===== src/rtl/wait_state_gen_if.sv =====
`default_nettype none
// ============================================================================
// Module  : wait_state_gen_if
// Brief   : Status / I/O-channel / ready-request bundle of the wait-state
//           generator. The master side drives CPU status and channel
//           signals; the slave side is the wait-state generator itself.
// Revision: 1.0 - initial release
// ============================================================================
interface wait_state_gen_if;
  logic [2:0] s;            // 8088 status S2..S0, 3'b111 = passive
  logic       io_ch_rdy;    // I/O channel ready, low requests extension
  logic       dma_active;   // DMA controller owns the bus
  logic       rdy1;         // ready request to the 8284A, active-high
  logic       aen1;         // ready enable to the 8284A, active-low
  logic       wait_active;  // rdy1 held low by the generator
  logic [2:0] cycle_type;   // status code latched at cycle start
  logic       bus_timeout;  // one-clock pulse on extension timeout

  modport master (
    output s, io_ch_rdy, dma_active,
    input  rdy1, aen1, wait_active, cycle_type, bus_timeout
  );

  modport slave (
    input  s, io_ch_rdy, dma_active,
    output rdy1, aen1, wait_active, cycle_type, bus_timeout
  );
endinterface
`default_nettype wire


===== src/rtl/wait_state_gen.sv =====
`default_nettype none
// ============================================================================
// Module  : wait_state_gen
// Brief   : Bus-cycle wait-state generator for the 8284A RDY1/AEN1 inputs.
//           Detects each new 8088 bus cycle, holds rdy1 low for the cycle
//           type's forced wait count, then extends while the I/O channel
//           requests it, bounded by a timeout.
// Revision: 1.0 - initial release
// ============================================================================
module wait_state_gen #(
  parameter int IO_WAITS   = 1,
  parameter int MEM_WAITS  = 0,
  parameter int INTA_WAITS = 0,
  parameter int TIMEOUT    = 255
) (
  input  logic              clk,
  input  logic              rst_n,
  wait_state_gen_if.slave   bus
);

  localparam logic [2:0] c_s_inta    = 3'b000;
  localparam logic [2:0] c_s_ior     = 3'b001;
  localparam logic [2:0] c_s_iow     = 3'b010;
  localparam logic [2:0] c_s_halt    = 3'b011;
  localparam logic [2:0] c_s_code    = 3'b100;
  localparam logic [2:0] c_s_memr    = 3'b101;
  localparam logic [2:0] c_s_memw    = 3'b110;
  localparam logic [2:0] c_s_passive = 3'b111;

  localparam logic [3:0] c_io_waits   = 4'(IO_WAITS);
  localparam logic [3:0] c_mem_waits  = 4'(MEM_WAITS);
  localparam logic [3:0] c_inta_waits = 4'(INTA_WAITS);
  localparam logic [7:0] c_timeout    = 8'(TIMEOUT);

  typedef enum logic [1:0] {
    ST_IDLE   = 2'd0,
    ST_WAIT   = 2'd1,
    ST_EXTEND = 2'd2,
    ST_DONE   = 2'd3
  } state_t;

  state_t     r_state;
  logic [2:0] r_s_prev;
  logic [3:0] r_count;
  logic [7:0] r_timer;
  logic       r_rdy1;
  logic       r_aen1;
  logic       r_wait_active;
  logic [2:0] r_cycle_type;
  logic       r_bus_timeout;

  state_t     w_state_nxt;
  logic [3:0] w_count_nxt;
  logic [7:0] w_timer_nxt;
  logic       w_rdy1_nxt;
  logic       w_wait_active_nxt;
  logic [2:0] w_cycle_type_nxt;
  logic       w_bus_timeout_nxt;
  logic       w_cycle_start;
  logic [3:0] w_start_waits;
  logic [7:0] w_timer_inc;

  // Forced wait count for the status code presented at cycle start.
  function automatic logic [3:0] waits_for(input logic [2:0] code);
    case (code)
      c_s_inta:                     waits_for = c_inta_waits;
      c_s_ior, c_s_iow:             waits_for = c_io_waits;
      c_s_code, c_s_memr, c_s_memw: waits_for = c_mem_waits;
      default:                      waits_for = 4'd0;
    endcase
  endfunction

  // A cycle starts only on a passive -> active transition; HALT never waits.
  assign w_cycle_start = (r_state == ST_IDLE) && (r_s_prev == c_s_passive) &&
                         (bus.s != c_s_passive) && (bus.s != c_s_halt);
  assign w_start_waits = waits_for(bus.s);
  assign w_timer_inc   = r_timer + 8'd1;

  // Next-state and next-output decode for the wait-state sequencer.
  always_comb begin
    w_state_nxt       = r_state;
    w_count_nxt       = r_count;
    w_timer_nxt       = r_timer;
    w_rdy1_nxt        = r_rdy1;
    w_cycle_type_nxt  = r_cycle_type;
    w_bus_timeout_nxt = 1'b0;

    case (r_state)
      ST_IDLE: begin
        w_rdy1_nxt = 1'b1;
        if (w_cycle_start) begin
          w_cycle_type_nxt = bus.s;
          w_count_nxt      = w_start_waits;
          w_timer_nxt      = 8'd0;
          if (w_start_waits != 4'd0) begin
            w_state_nxt = ST_WAIT;
            w_rdy1_nxt  = 1'b0;
          end else if (!bus.io_ch_rdy) begin
            w_state_nxt = ST_EXTEND;
            w_rdy1_nxt  = 1'b0;
          end else begin
            w_state_nxt = ST_DONE;
            w_rdy1_nxt  = 1'b1;
          end
        end
      end

      ST_WAIT: begin
        // The count holds the remaining forced clocks; the last one is
        // consumed on the edge that sees a count of one.
        if (r_count <= 4'd1) begin
          w_count_nxt = 4'd0;
          w_timer_nxt = 8'd0;
          if (bus.io_ch_rdy) begin
            w_state_nxt = ST_DONE;
            w_rdy1_nxt  = 1'b1;
          end else begin
            w_state_nxt = ST_EXTEND;
            w_rdy1_nxt  = 1'b0;
          end
        end else begin
          w_count_nxt = r_count - 4'd1;
        end
      end

      ST_EXTEND: begin
        // Channel release wins over a timeout seen on the same edge.
        if (bus.io_ch_rdy) begin
          w_state_nxt = ST_DONE;
          w_rdy1_nxt  = 1'b1;
          w_timer_nxt = 8'd0;
        end else if (w_timer_inc == c_timeout) begin
          w_state_nxt       = ST_DONE;
          w_rdy1_nxt        = 1'b1;
          w_timer_nxt       = 8'd0;
          w_bus_timeout_nxt = 1'b1;
        end else begin
          w_timer_nxt = w_timer_inc;
        end
      end

      ST_DONE: begin
        w_rdy1_nxt = 1'b1;
        if (bus.s == c_s_passive) begin
          w_state_nxt = ST_IDLE;
        end
      end

      default: begin
        w_state_nxt = ST_IDLE;
        w_rdy1_nxt  = 1'b1;
      end
    endcase

    w_wait_active_nxt = !w_rdy1_nxt &&
                        ((w_state_nxt == ST_WAIT) || (w_state_nxt == ST_EXTEND));
  end

  // Sequencer state, counters and registered ready-path outputs.
  always_ff @(posedge clk or negedge rst_n) begin
    if (!rst_n) begin
      r_state       <= ST_IDLE;
      r_count       <= 4'd0;
      r_timer       <= 8'd0;
      r_rdy1        <= 1'b1;
      r_wait_active <= 1'b0;
      r_cycle_type  <= c_s_passive;
      r_bus_timeout <= 1'b0;
    end else begin
      r_state       <= w_state_nxt;
      r_count       <= w_count_nxt;
      r_timer       <= w_timer_nxt;
      r_rdy1        <= w_rdy1_nxt;
      r_wait_active <= w_wait_active_nxt;
      r_cycle_type  <= w_cycle_type_nxt;
      r_bus_timeout <= w_bus_timeout_nxt;
    end
  end

  // Previous status for edge detection and the DMA-driven ready enable.
  always_ff @(posedge clk or negedge rst_n) begin
    if (!rst_n) begin
      r_s_prev <= c_s_passive;
      r_aen1   <= 1'b0;
    end else begin
      r_s_prev <= bus.s;
      r_aen1   <= bus.dma_active;
    end
  end

  assign bus.rdy1        = r_rdy1;
  assign bus.aen1        = r_aen1;
  assign bus.wait_active = r_wait_active;
  assign bus.cycle_type  = r_cycle_type;
  assign bus.bus_timeout = r_bus_timeout;

endmodule
`default_nettype wire

===== src/flat_wrapper.sv =====
// flat-port wrapper written by rule: the top's interface ports become plain ports
module wait_state_gen_flat 
#(
  parameter int IO_WAITS   = 1,
  parameter int MEM_WAITS  = 0,
  parameter int INTA_WAITS = 0,
  parameter int TIMEOUT    = 255
)
  (clk, rst_n, bus_s, bus_io_ch_rdy, bus_dma_active, bus_rdy1, bus_aen1, bus_wait_active, bus_cycle_type, bus_bus_timeout);
  wait_state_gen_if bus_i ();
  input  logic clk;
  input  logic rst_n;
  input wire logic [$bits(bus_i.s)-1:0] bus_s;
  input wire logic [$bits(bus_i.io_ch_rdy)-1:0] bus_io_ch_rdy;
  input wire logic [$bits(bus_i.dma_active)-1:0] bus_dma_active;
  output wire logic [$bits(bus_i.rdy1)-1:0] bus_rdy1;
  output wire logic [$bits(bus_i.aen1)-1:0] bus_aen1;
  output wire logic [$bits(bus_i.wait_active)-1:0] bus_wait_active;
  output wire logic [$bits(bus_i.cycle_type)-1:0] bus_cycle_type;
  output wire logic [$bits(bus_i.bus_timeout)-1:0] bus_bus_timeout;
  assign bus_i.s = bus_s;
  assign bus_i.io_ch_rdy = bus_io_ch_rdy;
  assign bus_i.dma_active = bus_dma_active;
  assign bus_rdy1 = bus_i.rdy1;
  assign bus_aen1 = bus_i.aen1;
  assign bus_wait_active = bus_i.wait_active;
  assign bus_cycle_type = bus_i.cycle_type;
  assign bus_bus_timeout = bus_i.bus_timeout;
  wait_state_gen #(.IO_WAITS(IO_WAITS), .MEM_WAITS(MEM_WAITS), .INTA_WAITS(INTA_WAITS), .TIMEOUT(TIMEOUT)) u_core (.clk(clk), .rst_n(rst_n), .bus(bus_i));
endmodule

===== config.mk =====
export PLATFORM = sky130hd
export DESIGN_NAME = wait_state_gen_flat
export DESIGN_NICKNAME = d
export VERILOG_FILES = /design/src/rtl/wait_state_gen_if.sv /design/src/rtl/wait_state_gen.sv /design/src/flat_wrapper.sv
export SDC_FILE = /design/constraint.sdc
export NUM_CORES = 1
export LEC_CHECK = 0
export CORE_ASPECT_RATIO = 1.75
export CORE_MARGIN = 2
export CORE_UTILIZATION = 35
export DETAILED_ROUTE_END_ITERATION = 16
export HOLD_SLACK_MARGIN = 0.06
export PLACE_DENSITY = 0.63
export SYNTH_ARGS = -nofsm -noshare
export SYNTH_HDL_FRONTEND = slang
export SYNTH_SLANG_ARGS = --single-unit

===== constraint.sdc =====
create_clock -name clk -period 2.8 [get_ports clk]
set_input_delay 0.84 -clock clk [delete_from_list [all_inputs] [get_ports clk]]
set_output_delay 0.84 -clock clk [all_outputs]
set_load 0.005 [all_outputs]

======== Word-level counts from Yosys, hierarchy flattened ========
Cells that the tools add are included.
word-level totals
  word-level logic and storage cells ...... 67
  flip-flop bits (word level) ............. 24
  output and inout bits ................... 7
  input bits .............................. 7
cells by class
  reduce and logical (&&, ||, !) cells .... 14
  $lt $le $gt $ge ......................... 1
  equality and inequality tests ........... 14
  add/sub/neg operators ................... 2
  muxes and demuxes ....................... 27
operators by type and width
  cell                                                            number
  2-to-1 mux 8 bit                                                4
  one-hot mux 8 bit (3 select lines)                              1
  2-to-1 mux 2 bit                                                6
  2-to-1 mux 1 bit                                                11
  adder 8 x 1 -> 8 bit, second input constant                     1
  == test 8 bit, second input constant                            1
  2-to-1 mux 4 bit                                                2
  one-hot mux 2 bit (4 select lines)                              1
  one-hot mux 4 bit (2 select lines)                              1
  == test 2 bit, second input constant                            3
  == test 3 bit, second input constant                            2
  == test 2 x 1 -> 1 bit, second input constant                   2
  less-or-equal comparator 4 x 1 -> 1 bit, second input constant  1
  logical AND 1 bit                                               4
  inequality test 2 x 1 -> 1 bit, second input constant           2
  one-hot mux 1 bit (4 select lines)                              1
  AND reduction 2 bit                                             2
  nonzero test 4 bit                                              1
  subtractor 4 x 1 -> 4 bit, second input constant                1
  == test 3 x 1 -> 1 bit, second input constant                   1
  == test 3 x 2 -> 1 bit, second input constant                   1
  inequality test 3 x 2 -> 1 bit, second input constant           1
  inequality test 3 bit, second input constant                    1
  AND reduction 3 bit                                             1
  6 further kinds                                                 6

======== Logic depth before layout (Yosys ltp) ========
  depth after elaboration ................. 10
  depth in mapped cells ................... 8
  mapped depth without buffers ............ 7

======== Least setup slack after synthesis ========
OpenSTA, ideal clock, no wires.
  path kind ............................... input to register
  start point ............................. in bus_s[0]
  end point ............................... reg u_core.r_cycle_type[0] (netlist: u_core.bus.cycle_type[0])
  data required time ...................... 2718 ps
  setup time .............................. 82 ps
  slack ................................... 765 ps
  cell stages on the path ................. 4
  path buffers ............................ 0
  arrival time ............................ 1952 ps
  path through ............................ nand2_1 -> nand4_1 -> nor3_1 -> mux2_2
on the way
  longest elaborated chain between the ends .. 4
  elaborated cells on any way between the ends .. 5
ends and longest elaborated chain
  item                           line                   text
  from (decl)                    flat_wrapper.sv:13     input wire logic [$bits(bus_i.s)-1:0] bus_s;
  inequality test 3 bit          wait_state_gen.sv:75   (bus.s != c_s_passive) && (bus.s != c_s_halt);
  logical AND 1 bit              wait_state_gen.sv:74   assign w_cycle_start = (r_state == ST_IDLE) && (r_s_prev == c_s_passive) &&
  logical AND 1 bit              wait_state_gen.sv:75
  AND reduction 2 bit (no line)  --
  to (signal assigned)           wait_state_gen.sv:167  r_cycle_type <= c_s_passive;
  to (signal assigned)           wait_state_gen.sv:175  r_cycle_type <= w_cycle_type_nxt;
  to (decl)                      wait_state_gen.sv:49   logic [2:0] r_cycle_type;
Parallel ways exist; a longest one is shown, timed or not.
A chain may end at the register's enable or synchronous reset.

======== Worst setup path after layout ========
  start point ............................. in bus_s[0]
  end point ............................... reg u_core.r_state[0]
on the way
  longest elaborated chain between the ends .. 7
  elaborated cells on any way between the ends .. 14
ends and longest elaborated chain
  item                                                              line                   text
  == test 3 x 1 -> 1 bit or == test 3 x 2 -> 1 bit (tied branches)  wait_state_gen.sv:65   case (code)
  OR reduction 2 bit                                                wait_state_gen.sv:65
  2-to-1 mux 1 bit                                                  wait_state_gen.sv:65
  nonzero test 4 bit                                                wait_state_gen.sv:95   if (w_start_waits != 4'd0) begin
  2-to-1 mux 2 bit                                                  wait_state_gen.sv:95
  2-to-1 mux 2 bit                                                  wait_state_gen.sv:91   if (w_cycle_start) begin
  one-hot mux 2 bit (4 select lines) (*)                            wait_state_gen.sv:88   case (r_state)
  net u_core.w_state_nxt[0]                                         wait_state_gen.sv:52   state_t w_state_nxt;
  to (signal assigned)                                              wait_state_gen.sv:170  r_state <= w_state_nxt;
  to (decl)                                                         wait_state_gen.sv:42   state_t r_state;
Mark *: on every way through the listed nets, which the timed path passes. The rest lies on a longest branch.

==> impl_metrics.json <==
{
  "yosys_warnings": 0,
  "htree_levels": 1,
  "grt_overflow": 0,
  "finalSetupViolations": 0,
  "gp_congestion": 0.792,
  "fin_crit_ns": 2.22,
  "dp_hpwl_um": 2010,
  "p_leak_nw": 0.642,
  "drc": 0,
  "timing.rr.end": "u_core.bus.wait_active",
  "maxSlewViolCount": 0,
  "holdWs_ns": 0.553,
  "cp-start-kind": "input port",
  "wl_per_cell_um": 14.1,
  "r2r_slack_ns": 0.75,
  "holdBufCountCts": 0,
  "synth_area_um2": 1270,
  "core_area_um2": 3560,
  "grt_pass1_wl_um": 4590,
  "critPathArrivalTime_ns": 2.41,
  "setup_tns_ns": 0,
  "synth_flop_cell": "dfrtp_1",
  "worstMarginPinSlew_ns": 0.737,
  "hp-class": "register to register",
  "cp_max_fo": 5,
  "cts_max_path_buffers": 2,
  "clock_latency_ns": 0.27,
  "clkSinkCount": 24,
  "placementRows": 29,
  "r2r-start": "u_core.r_count[0]",
  "synth_fp_nets": 141,
  "clk_pin_slew_worst_paths_ns": 0.09,
  "viasPerCell": 5.29,
  "required_ns": 2.99,
  "synth.area.top_cells": "dfrtp_1 (33%), dfstp_2 (14%), o21ai_0 (4.7%)",
  "holdPathStages": 1,
  "detail-route-antenna-nets": 0,
  "worst-path-buf-inv": 2,
  "syn_avg_cell_area_um2": 9.77,
  "post_cts_buffers": 0,
  "layout-drive-gt1-share_pct": 15.8,
  "yosys.area.top_type_share_pct": 33.5,
  "drtIter0Drc": 22,
  "setup_ws_ns": 0.580,
  "cts_made_buffers": 3,
  "cts_resized": 0,
  "rsz0062_at_grt": "false",
  "synth_top_area_cell": "dfrtp_1",
  "grt_pass1_vias": 1005,
  "async_flop_share_pct": 100,
  "peakVddDrop_v": 0.000509,
  "synth_seq_area_share_pct": 48.0,
  "max_freq_mhz": 450,
  "cp_slowest_cell": "clkdlybuf4s50_1",
  "start_util_pct": 35.7,
  "cts_tree": "yes",
  "preCtsSetupSlack_ns": 0.271,
  "status": "completed",
  "synth.distinct_cells": 38,
  "dieArea_um2": 4150,
  "p_per_area_nw_per_um2": 790,
  "max_stage_delay_ns": 0.48,
  "die_x_um": 49.5,
  "ys_ff_latch": 24,
  "finalHoldViolations": 0,
  "cp_cell_sequence": "clkdlybuf4s50_1, nand2_1, nand4_1, nor3_1, buf_4, o21ai_0, o2111ai_1",
  "nets": 158,
  "num_vias": 1015,
  "area_delta_synth_final_pct": 20.0,
  "critical_path.top_delay_family": "buffers and inverters",
  "firstDrtPassIters": 4,
  "slew_headroom_pct": 50.5,
  "post-synth-top-count-cell": "dfrtp_1",
  "antenna_found_initial": 0,
  "fin_worst_skew_ns": 0.00902,
  "grtUsageTotal_pct": 14.2,
  "finalCritPeriodShare_pct": 79.3,
  "synth-edff-count": 0,
  "worstHoldStart": "u_core.r_timer[6]",
  "yosys-top-cells-count": "dfrtp_1 (17), o21ai_0 (12), inv_1 (10), nand2_1 (10), a21oi_1 (9)",
  "n_antenna_cell": 0,
  "crit_type": "input port to register",
  "reg2reg_depth": 6,
  "ios": 14,
  "endpoint_kind": "register",
  "n_fill_cell": 382,
  "min_to": "u_core.r_timer[6]",
  "die_h_um": 83.7,
  "port_buffers": 13,
  "ctsRootBufferMaster": "clkbuf_8",
  "grt_max_degree": 25,
  "synthCells": 130,
  "wirelength_um": 2710,
  "maxCapViolations": 0
}
state kept, by name, indices dropped and copies added, names as in the netlist:
signal                  cells
u_core.r_timer              8
u_core.r_count              4
u_core.bus.cycle_type       3
u_core.r_s_prev             3
u_core.r_state              2
u_core.bus.aen1             1
u_core.bus.bus_timeout      1
u_core.bus.rdy1             1
u_core.bus.wait_active      1
cells by family (layout without fill, tap and decap cells):
logic type	after synthesis	count (layout)	share of synthesized area, %
AOI/OAI and AO/OA	36	36	18.5
muxes	5	5	4.24
and+or+nand+nor	44	44	18.2
adders and majority gates	4	4	3.94
buffers and inverters	15	31	5.71
DFF	24	24	48.0
xor gates and xnor gates	2	2	1.38
how the worst max path moves through the flow:
stage,startpoint,to,slack [ns],cells past startpoint
5_1_grt,bus_s[1],u_core.r_state[0],0.38,7
4_1_cts,bus_s[0],u_core.r_state[0],0.57,7
3_3_place_gp,bus_s[0],u_core.r_state[0],0.34,7
2_1_floorplan,bus_s[0],u_core.bus.cycle_type[0],0.77,4
6_report,bus_s[0],u_core.r_state[0],0.58,7
3_5_place_dp,bus_s[0],u_core.r_state[0],0.27,7
where the power goes:
group          switching (mW)  internal (mW)  total (mW)
Sequential             0.0897          0.437       0.526
Clock                   0.109          0.191       0.300
Combinational           0.205          0.173       0.378
per-stage QoR:
step | util (%) | total power, mW | area [um^2] | cells
after global routing | 42.9 | 1.30 | 1520 | 192
final | 42.9 | 1.20 | 1520 | 192
after global placement | 40.9 | 0.890 | 1450 | 188
after floorplan | - | 0.787 | 1270 | 130
after CTS | 42.9 | 1.21 | 1520 | 192
after detailed placement | 40.9 | 0.907 | 1450 | 188
placed cells by master (no fill, tap or decap), types with 2 or more instances in the layout:
cell type	count
o32ai_1	2
mux2_2	3
nor2_1	8
nand4_1	4
ha_1	4
nand2_1	10
nor3_1	4
a22o_1	2
o21ai_0	12
buf_4	4
nand2b_1	5
inv_1	10
nand3_1	6
mux2i_1	2
a21oi_1	9
a21o_1	2
dfrtp_1	17
dfstp_2	7
clkdlybuf4s50_1	13
clkbuf_8	3
routing by layer:
layer	part of all wire (%)	wire length (um)	vias to the layer above	GRT usage, %
met5	0	0	-	0
met4	2.7	72	0	7.07
met1	40	1090	491	16.1
li1	-	-	496	-
met3	2.5	68	8	1.61
met2	55	1480	20	25.5
cell type report:
type / instances / area (um^2) / area share (%)
Sequential cell: 24 / 609 / 40.0
Timing Repair Buffer: 17 / 160 / 10.5
Multi-Input combinational cell: 91 / 588 / 38.6
Tap cell: 46 / 57.6 / 3.78
Clock buffer: 3 / 41.3 / 2.71
Clock inverter: 1 / 30.0 / 1.97
Inverter: 10 / 37.5 / 2.46
No activity file was read; power rests on OpenSTA's default activity.
